--- config.mk ---
export PLATFORM = sky130hd
export DESIGN_NAME = bus_ctrl_arbiter_flat
export DESIGN_NICKNAME = d
export VERILOG_FILES = /design/src/rtl/bus_ctrl_arbiter_pkg.sv /design/src/rtl/bus_ctrl_arbiter_if.sv /design/src/rtl/bus_ctrl_arbiter_rr_picker.sv /design/src/rtl/bus_ctrl_arbiter.sv /design/src/flat_wrapper.sv
export SDC_FILE = /design/constraint.sdc
export NUM_CORES = 1
export LEC_CHECK = 0
export ABC_AREA = 1
export BUFFER_PORTS_ARGS = -buffer_cell sky130_fd_sc_hd__buf_4
export CORE_UTILIZATION = 45
export CTS_CLUSTER_SIZE = 28
export DETAILED_ROUTE_END_ITERATION = 7
export SETUP_SLACK_MARGIN = 0.05
export SYNTH_ARGS = -nofsm -noshare
export SYNTH_HDL_FRONTEND = slang
export SYNTH_SLANG_ARGS = --single-unit
--- constraint.sdc ---
create_clock -name CLK -period 4.06 [get_ports CLK]
set_clock_uncertainty 0.15 [all_clocks]
set_input_delay 0.812 -clock CLK [delete_from_list [all_inputs] [get_ports CLK]]
set_output_delay 0.812 -clock CLK [all_outputs]
set_load 0.005 [all_outputs]
--- src/rtl/bus_ctrl_arbiter_pkg.sv ---
// Shared definitions for the bus_ctrl arbiter slice: default geometry, limits,
// FSM state encoding and the index-width helper used by every file.
package bus_ctrl_pkg;

    localparam int NUM_CPUS         = 2;
    localparam int BLOCK_SIZE_WORDS = 2;
    localparam int WORD_W           = 32;
    localparam int STARVE_LIMIT     = 25;
    localparam int L2_TIMEOUT       = 10000;

    // Width of an index into n items, never narrower than one bit.
    function automatic int idx_width(input int n);
        return (n > 1) ? $clog2(n) : 1;
    endfunction

    localparam int CPU_IDX_W = idx_width(NUM_CPUS);
    localparam int BEAT_W    = idx_width(BLOCK_SIZE_WORDS);

    typedef enum logic [1:0] {
        IDLE = 2'd0,
        XFER = 2'd1,
        DONE = 2'd2
    } arb_state_e;

endpackage

--- src/rtl/bus_ctrl_arbiter_if.sv ---
// Requester/L2 side signal bundle of the arbiter. The arbiter takes the slave
// view; the cache interfaces and the L2 port model take the master view.
interface bus_ctrl_arbiter_if #(
    parameter int NUM_CPUS         = bus_ctrl_pkg::NUM_CPUS,
    parameter int BLOCK_SIZE_WORDS = bus_ctrl_pkg::BLOCK_SIZE_WORDS
);

    localparam int IDX_W  = bus_ctrl_pkg::idx_width(NUM_CPUS);
    localparam int BEAT_W = bus_ctrl_pkg::idx_width(BLOCK_SIZE_WORDS);

    logic [NUM_CPUS-1:0] req;
    logic [NUM_CPUS-1:0] req_wen;
    logic                l2_ready;

    logic [NUM_CPUS-1:0] gnt;
    logic [IDX_W-1:0]    gnt_id;
    logic                l2_req;
    logic                l2_wen;
    logic [BEAT_W-1:0]   beat_idx;
    logic [NUM_CPUS-1:0] beat_ack;
    logic [NUM_CPUS-1:0] xfer_done;
    logic [NUM_CPUS-1:0] starve;
    logic                l2_err;

    modport master (
        output req, req_wen, l2_ready,
        input  gnt, gnt_id, l2_req, l2_wen, beat_idx,
               beat_ack, xfer_done, starve, l2_err
    );

    modport slave (
        input  req, req_wen, l2_ready,
        output gnt, gnt_id, l2_req, l2_wen, beat_idx,
               beat_ack, xfer_done, starve, l2_err
    );

endinterface

--- src/rtl/bus_ctrl_arbiter_rr_picker.sv ---
// Combinational round-robin picker: first asserted request scanning upward
// from rr_ptr with wrap-around.
module rr_picker #(
    parameter int NUM_CPUS = bus_ctrl_pkg::NUM_CPUS,
    parameter int IDX_W    = bus_ctrl_pkg::idx_width(NUM_CPUS)
) (
    input  logic [NUM_CPUS-1:0] req,
    input  logic [IDX_W-1:0]    rr_ptr,
    output logic [IDX_W-1:0]    winner,
    output logic                valid
);

    logic [IDX_W-1:0] scan_idx;

    // Scan from the farthest candidate back to rr_ptr so the nearest one wins.
    always_comb begin
        winner   = '0;
        valid    = 1'b0;
        scan_idx = '0;
        for (int k = NUM_CPUS - 1; k >= 0; k--) begin
            scan_idx = IDX_W'((int'(rr_ptr) + k) % NUM_CPUS);
            if (req[scan_idx]) begin
                valid  = 1'b1;
                winner = scan_idx;
            end
        end
    end

endmodule

--- src/rtl/bus_ctrl_arbiter.sv ---
// Round-robin owner of the shared L2 port: grants one requester per block,
// sequences its beats, and tracks requester starvation and L2 timeouts.
module bus_ctrl_arbiter #(
    parameter int NUM_CPUS         = bus_ctrl_pkg::NUM_CPUS,
    parameter int BLOCK_SIZE_WORDS = bus_ctrl_pkg::BLOCK_SIZE_WORDS,
    parameter int STARVE_LIMIT     = bus_ctrl_pkg::STARVE_LIMIT,
    parameter int L2_TIMEOUT       = bus_ctrl_pkg::L2_TIMEOUT
) (
    input logic               CLK,
    input logic               nRST,
    bus_ctrl_arbiter_if.slave bus
);

    import bus_ctrl_pkg::*;

    localparam int IDX_W  = idx_width(NUM_CPUS);
    localparam int BEAT_W = idx_width(BLOCK_SIZE_WORDS);
    localparam int WAIT_W = $clog2(STARVE_LIMIT + 1);
    localparam int TMO_W  = $clog2(L2_TIMEOUT + 1);

    localparam logic [1:0] ST_IDLE = IDLE;
    localparam logic [1:0] ST_XFER = XFER;
    localparam logic [1:0] ST_DONE = DONE;

    logic [1:0]          state_q,     state_d;
    logic [IDX_W-1:0]    rr_ptr_q,    rr_ptr_d;
    logic [NUM_CPUS-1:0] gnt_q,       gnt_d;
    logic [IDX_W-1:0]    gnt_id_q,    gnt_id_d;
    logic                l2_wen_q,    l2_wen_d;
    logic [BEAT_W-1:0]   beat_idx_q,  beat_idx_d;
    logic [NUM_CPUS-1:0] xfer_done_q, xfer_done_d;
    logic [NUM_CPUS-1:0] starve_q,    starve_d;
    logic [WAIT_W-1:0]   wait_cnt_q [NUM_CPUS];
    logic [WAIT_W-1:0]   wait_cnt_d [NUM_CPUS];
    logic [TMO_W-1:0]    tmo_cnt_q,   tmo_cnt_d;
    logic                l2_err_q,    l2_err_d;

    logic [IDX_W-1:0]    pick_idx;
    logic                pick_valid;
    logic                beat_accept;
    logic                last_beat;

    rr_picker #(
        .NUM_CPUS (NUM_CPUS),
        .IDX_W    (IDX_W)
    ) u_picker (
        .req    (bus.req),
        .rr_ptr (rr_ptr_q),
        .winner (pick_idx),
        .valid  (pick_valid)
    );

    assign beat_accept = (state_q == ST_XFER) && bus.l2_ready;
    assign last_beat   = (beat_idx_q == BEAT_W'(BLOCK_SIZE_WORDS - 1));

    // Grant FSM. The DONE cycle drops the grant and advances rr_ptr past the
    // owner, which also guarantees an IDLE cycle between transfers.
    always_comb begin
        state_d     = state_q;
        rr_ptr_d    = rr_ptr_q;
        gnt_d       = gnt_q;
        gnt_id_d    = gnt_id_q;
        l2_wen_d    = l2_wen_q;
        beat_idx_d  = beat_idx_q;
        xfer_done_d = '0;

        case (state_q)
            ST_IDLE: begin
                if (pick_valid) begin
                    state_d    = ST_XFER;
                    gnt_d      = NUM_CPUS'(1) << pick_idx;
                    gnt_id_d   = pick_idx;
                    l2_wen_d   = bus.req_wen[pick_idx];
                    beat_idx_d = '0;
                end
            end
            ST_XFER: begin
                if (beat_accept) begin
                    if (last_beat) begin
                        state_d     = ST_DONE;
                        beat_idx_d  = '0;
                        gnt_d       = '0;
                        xfer_done_d = gnt_q;
                        rr_ptr_d    = (gnt_id_q == IDX_W'(NUM_CPUS - 1)) ?
                                      '0 : gnt_id_q + IDX_W'(1);
                    end else begin
                        beat_idx_d = beat_idx_q + BEAT_W'(1);
                    end
                end
            end
            ST_DONE: begin
                state_d = ST_IDLE;
            end
            default: begin
                state_d = ST_IDLE;
                gnt_d   = '0;
            end
        endcase
    end

    // Wait counters restart whenever a requester is idle or owns the bus.
    always_comb begin
        for (int i = 0; i < NUM_CPUS; i++) begin
            wait_cnt_d[i] = '0;
            if (bus.req[i] && !gnt_q[i]) begin
                wait_cnt_d[i] = (wait_cnt_q[i] == WAIT_W'(STARVE_LIMIT)) ?
                                wait_cnt_q[i] : wait_cnt_q[i] + WAIT_W'(1);
            end
            starve_d[i] = (wait_cnt_d[i] == WAIT_W'(STARVE_LIMIT));
        end
    end

    // The FSM never abandons a stalled transfer; the error is only reported.
    always_comb begin
        tmo_cnt_d = '0;
        if ((state_q == ST_XFER) && !bus.l2_ready) begin
            tmo_cnt_d = (tmo_cnt_q == TMO_W'(L2_TIMEOUT)) ?
                        tmo_cnt_q : tmo_cnt_q + TMO_W'(1);
        end
        l2_err_d = l2_err_q || (tmo_cnt_d == TMO_W'(L2_TIMEOUT));
    end

    always_ff @(posedge CLK or negedge nRST) begin
        if (!nRST) begin
            state_q     <= ST_IDLE;
            rr_ptr_q    <= '0;
            gnt_q       <= '0;
            gnt_id_q    <= '0;
            l2_wen_q    <= 1'b0;
            beat_idx_q  <= '0;
            xfer_done_q <= '0;
            starve_q    <= '0;
            tmo_cnt_q   <= '0;
            l2_err_q    <= 1'b0;
            for (int i = 0; i < NUM_CPUS; i++) begin
                wait_cnt_q[i] <= '0;
            end
        end else begin
            state_q     <= state_d;
            rr_ptr_q    <= rr_ptr_d;
            gnt_q       <= gnt_d;
            gnt_id_q    <= gnt_id_d;
            l2_wen_q    <= l2_wen_d;
            beat_idx_q  <= beat_idx_d;
            xfer_done_q <= xfer_done_d;
            starve_q    <= starve_d;
            tmo_cnt_q   <= tmo_cnt_d;
            l2_err_q    <= l2_err_d;
            for (int i = 0; i < NUM_CPUS; i++) begin
                wait_cnt_q[i] <= wait_cnt_d[i];
            end
        end
    end

    assign bus.gnt       = gnt_q;
    assign bus.gnt_id    = gnt_id_q;
    assign bus.l2_req    = (state_q == ST_XFER);
    assign bus.l2_wen    = l2_wen_q;
    assign bus.beat_idx  = beat_idx_q;
    assign bus.beat_ack  = beat_accept ? gnt_q : '0;
    assign bus.xfer_done = xfer_done_q;
    assign bus.starve    = starve_q;
    assign bus.l2_err    = l2_err_q;

endmodule
--- src/flat_wrapper.sv ---
// flat-port wrapper written by rule: the top's interface ports become plain ports
module bus_ctrl_arbiter_flat import bus_ctrl_pkg::*;
#(
    parameter int NUM_CPUS         = bus_ctrl_pkg::NUM_CPUS,
    parameter int BLOCK_SIZE_WORDS = bus_ctrl_pkg::BLOCK_SIZE_WORDS,
    parameter int STARVE_LIMIT     = bus_ctrl_pkg::STARVE_LIMIT,
    parameter int L2_TIMEOUT       = bus_ctrl_pkg::L2_TIMEOUT
)
  (CLK, nRST, bus_req, bus_req_wen, bus_l2_ready, bus_gnt, bus_gnt_id, bus_l2_req, bus_l2_wen, bus_beat_idx, bus_beat_ack, bus_xfer_done, bus_starve, bus_l2_err);
  bus_ctrl_arbiter_if #(.NUM_CPUS(NUM_CPUS), .BLOCK_SIZE_WORDS(BLOCK_SIZE_WORDS)) bus_i ();
  input logic CLK;
  input logic nRST;
  input wire logic [$bits(bus_i.req)-1:0] bus_req;
  input wire logic [$bits(bus_i.req_wen)-1:0] bus_req_wen;
  input wire logic [$bits(bus_i.l2_ready)-1:0] bus_l2_ready;
  output wire logic [$bits(bus_i.gnt)-1:0] bus_gnt;
  output wire logic [$bits(bus_i.gnt_id)-1:0] bus_gnt_id;
  output wire logic [$bits(bus_i.l2_req)-1:0] bus_l2_req;
  output wire logic [$bits(bus_i.l2_wen)-1:0] bus_l2_wen;
  output wire logic [$bits(bus_i.beat_idx)-1:0] bus_beat_idx;
  output wire logic [$bits(bus_i.beat_ack)-1:0] bus_beat_ack;
  output wire logic [$bits(bus_i.xfer_done)-1:0] bus_xfer_done;
  output wire logic [$bits(bus_i.starve)-1:0] bus_starve;
  output wire logic [$bits(bus_i.l2_err)-1:0] bus_l2_err;
  assign bus_i.req = bus_req;
  assign bus_i.req_wen = bus_req_wen;
  assign bus_i.l2_ready = bus_l2_ready;
  assign bus_gnt = bus_i.gnt;
  assign bus_gnt_id = bus_i.gnt_id;
  assign bus_l2_req = bus_i.l2_req;
  assign bus_l2_wen = bus_i.l2_wen;
  assign bus_beat_idx = bus_i.beat_idx;
  assign bus_beat_ack = bus_i.beat_ack;
  assign bus_xfer_done = bus_i.xfer_done;
  assign bus_starve = bus_i.starve;
  assign bus_l2_err = bus_i.l2_err;
  bus_ctrl_arbiter #(.NUM_CPUS(NUM_CPUS), .BLOCK_SIZE_WORDS(BLOCK_SIZE_WORDS), .STARVE_LIMIT(STARVE_LIMIT), .L2_TIMEOUT(L2_TIMEOUT)) u_core (.CLK(CLK), .nRST(nRST), .bus(bus_i));
endmodule
==> impl_summary.log <==
INFO  metric outcome = finished clean
INFO  metric cp_cell_sequence = inv_1, nand2_1, inv_1, nand2_1, nor2_1, buf_4
INFO  metric crit_cells = 6
INFO  metric setup.worst_path.end_class = output port
INFO  metric detailed_placement_hpwl = 2.93 mm
INFO  metric placed_cells_incl_taps = 333
INFO  metric period_needed = 2.27 ns
INFO  metric netlist_area = 2030 um^2
INFO  metric cp_arrival = 1.30 ns
INFO  metric floorplan.initialDensity = 0.467
INFO  metric die_area = 4790 um^2
INFO  metric postSynth.asyncResetShare = 1.00
INFO  metric synth.yosys.seq_area_share = 0.455
INFO  metric clk_root_buffer_cell = sky130_fd_sc_hd__clkbuf_8
INFO  metric synth.avg_cell_area = 7.73 um^2
INFO  metric synth_ff_type = sky130_fd_sc_hd__dfrtp_1
INFO  metric grt_setup_unrepaired = false
INFO  metric firstDrtPassIters = 4
INFO  metric power.share.clock = 0.249
INFO  metric grt_first_pass_wirelength = 7.02 mm
INFO  metric grt_use_total = 0.185
INFO  metric synth_top_area_cell = sky130_fd_sc_hd__dfrtp_1
INFO  metric start_kind = register
INFO  metric internal_power = 679 uW
INFO  metric yosys_register_bits = 37
INFO  metric critPathMaxFanout = 6
INFO  metric worst_path_dominant_cell_family = flip-flops
INFO  metric cp_slowest_stage_delay = 0.38 ns
INFO  metric post_drt_via_cell_ratio = 4.90
INFO  metric report.final.setup_viol = 0
INFO  metric synth_top_cells_by_area = sky130_fd_sc_hd__dfrtp_1, sky130_fd_sc_hd__inv_1, sky130_fd_sc_hd__nand2_1
INFO  metric worstPathBufferInverterCount = 3
INFO  metric cap_violations = 0
INFO  metric achievable-frequency = 0.441 GHz
INFO  metric ctsLongestPathBuffers = 2
INFO  metric cts-htree-levels = 2
INFO  metric synth.top_cell.area_share = 0.455
INFO  metric area_overhead_vs_synth = 13.7%
INFO  metric number_of_enable_type_register_cells_in_the_synthesized_netlist = 0
INFO  metric layout_worst_path_cycle_share = 0.558
INFO  metric netlist_instances = 263
INFO  metric numCtsBuffers = 5
INFO  metric power_frac_comb = 0.288
INFO  metric report.final.slew_viol_count = 0
INFO  metric drc = 0
INFO  metric detail-route-antenna-nets = 0
INFO  metric sequentialPowerShare = 0.463
INFO  metric finalHoldWorstSlack = 0.314 ns
INFO  metric boundaryPins = 20
INFO  metric io_buffers = 19
INFO  metric post_cts_buffers = 0
INFO  metric cp_data_required_time = 3.10 ns
INFO  metric worst_pin_slew = 0.594 ns
INFO  metric total_neg_setup_slack = 0 ns
INFO  metric num-fill-cells = 430
INFO  metric antenna_found_initial = 0
INFO  metric num_vias = 1666
INFO  metric worst_slew_margin_rel = 0.600
INFO  metric hold_violations = 0
INFO  metric routed_wirelength = 3.88 mm
INFO  metric ys.warnings.count = 0
INFO  metric clkSlewWorstSetupHoldPaths = 0.07 ns
INFO  metric post_route_cells_drive_above_1_share = 0.139
INFO  metric number_of_cell_rows = 24
INFO  metric design.core.area = 4350 um^2
INFO  metric cts_resized = 0
INFO  metric cpMaxStageDelayCell = sky130_fd_sc_hd__dfrtp_1
INFO  metric criticalPathCategory = reg2out
INFO  metric gp_congestion = 0.803
INFO  metric power_switching = 341 uW
INFO  metric wire_per_inst = 11.4 um
INFO  metric grt.overflow.total = 0
INFO  metric ir_drop = 272 uV
INFO  metric dieHeight = 69.2 um
INFO  metric cts_tree = yes
INFO  metric reg2reg_depth = 10
INFO  metric p_leak = 1.20 nW
INFO  metric synthMostInstantiatedCell = sky130_fd_sc_hd__inv_1
INFO  metric final_cell_count_no_fill = 340
INFO  metric cts_hold_buf = 0
INFO  metric drt_iter0_drc = 89
INFO  metric tritoncts_num_sinks = 37
INFO  metric grt_start_max_net_pins = 38
INFO  metric synth_common_cells = sky130_fd_sc_hd__inv_1, sky130_fd_sc_hd__nand2_1, sky130_fd_sc_hd__dfrtp_1, sky130_fd_sc_hd__nor2_1, sky130_fd_sc_hd__nand3_1
INFO  metric postSynthNetCount = 276
INFO  metric first_global_vias = 1603
INFO  metric die_width = 69.2 um
INFO  metric yosysUniqueCellTypes = 25
INFO  metric total_power = 1.02 mW
INFO  metric power_per_cell_area = 441 nW/um^2
INFO  metric antennaDiodeCount = 0
INFO  metric worst_hold_path_type = in2async
INFO  metric worstSkewPairLatency = 0.29 ns
INFO  metric netSwitchingFraction = 0.334
INFO  metric fin_nets = 301
-- worst register-to-register path: cells and delay by family (launching register included) --
kind	cells	cell delay (ns)
flip-flops	1	0.42
XOR/XNOR	1	0.20
AND/OR/NAND/NOR	8	0.75
adder cells (fa/ha/maj)	1	0.25
-- cells in the final DEF (no fill, tap or decap), types with 2 or more instances in the layout --
cell                       synthesis  final
sky130_fd_sc_hd__nor2_2            6      6
sky130_fd_sc_hd__nor2_4            4      4
sky130_fd_sc_hd__o211ai_1          2      2
sky130_fd_sc_hd__nand2_1          49     49
sky130_fd_sc_hd__inv_1            52     52
sky130_fd_sc_hd__dfrtp_1          37     37
sky130_fd_sc_hd__nor3_1            4      4
sky130_fd_sc_hd__nand4_1           6      6
sky130_fd_sc_hd__or2_2             2      2
sky130_fd_sc_hd__nand3b_1          2      2
sky130_fd_sc_hd__clkbuf_8          0      6
sky130_fd_sc_hd__nand2_2           2      2
sky130_fd_sc_hd__a21oi_1          12     12
sky130_fd_sc_hd__xor2_1            4      4
sky130_fd_sc_hd__nand3_1          25     25
sky130_fd_sc_hd__buf_4             0     19
sky130_fd_sc_hd__nor2_1           32     32
sky130_fd_sc_hd__o21ai_0          10     10
sky130_fd_sc_hd__ha_1              6      6
-- logic make-up after synthesis --
group / after synthesis / synth area share
adders and majority gates: 6 / 0.0369
AOI/OAI and AO/OA: 27 / 0.0714
xor gates and xnor gates: 5 / 0.0215
buffers and inverters: 53 / 0.103
and+or+nand+nor: 135 / 0.311
DFF: 37 / 0.455
-- power groups by stage --
stage	Combinational, mW	Sequential, mW	Clock, mW
2_1_floorplan	0.193	0.474	0
3_3_place_gp	0.294	0.479	0
3_5_place_dp	0.297	0.478	0
4_1_cts	0.298	0.473	0.268
5_1_grt	0.336	0.481	0.282
6_report	0.293	0.472	0.254
-- per-stage QoR --
step	cell area, um^2	utilization	setup WS (ns)
floorplan	2030	-	2.07
global placement	2230	0.511	1.83
detailed placement	2230	0.511	1.82
CTS	2310	0.531	1.79
global route	2310	0.531	1.66
finish	2310	0.531	1.79
-- state kept, by name, indices dropped and copies added (netlist names), 2 cells and up --
register / flops
u_core.bus.gnt: 2
u_core.bus.starve: 2
u_core.bus.xfer_done: 2
u_core.state_q: 2
u_core.tmo_cnt_q: 14
u_core.wait_cnt_q: 10
-- final cells by class --
class,instances,area [um^2],area share
Sequential cell,37,926,0.400
Clock buffer,7,86.3,0.0373
Multi-Input combinational cell,173,897,0.388
Timing Repair Buffer,19,143,0.0617
Inverter,52,195,0.0844
Tap cell,52,65.1,0.0281
-- path summary, 6_finish.rpt --
| path | startpoint | endpoint | slack (ns) |
|---|---|---|---|
| hold / removal | nRST | u_core.tmo_cnt_q[8] | 0.31 |
| hold reg to reg | u_core.bus.l2_err | u_core.bus.l2_err | 0.33 |
| setup reg to reg | u_core.tmo_cnt_q[0] | u_core.bus.l2_err | 2.24 |
| setup / recovery | u_core.state_q[1] | bus_beat_ack[1] | 1.79 |
| max in group asynchronous | nRST | u_core.wait_cnt_q[3] | 3.12 |
| min in group CLK | u_core.bus.l2_err | u_core.bus.l2_err | 0.33 |
-- metal layers --
layer | GRT usage | vias up | wire length [um]
li1 | - | 874 | -
met1 | 0.237 | 761 | 1890
met2 | 0.285 | 19 | 1780
met3 | 0.0465 | 12 | 116
met4 | 0.104 | 0 | 85
met5 | 0 | - | 0
Power figures use the tool's default switching activity.
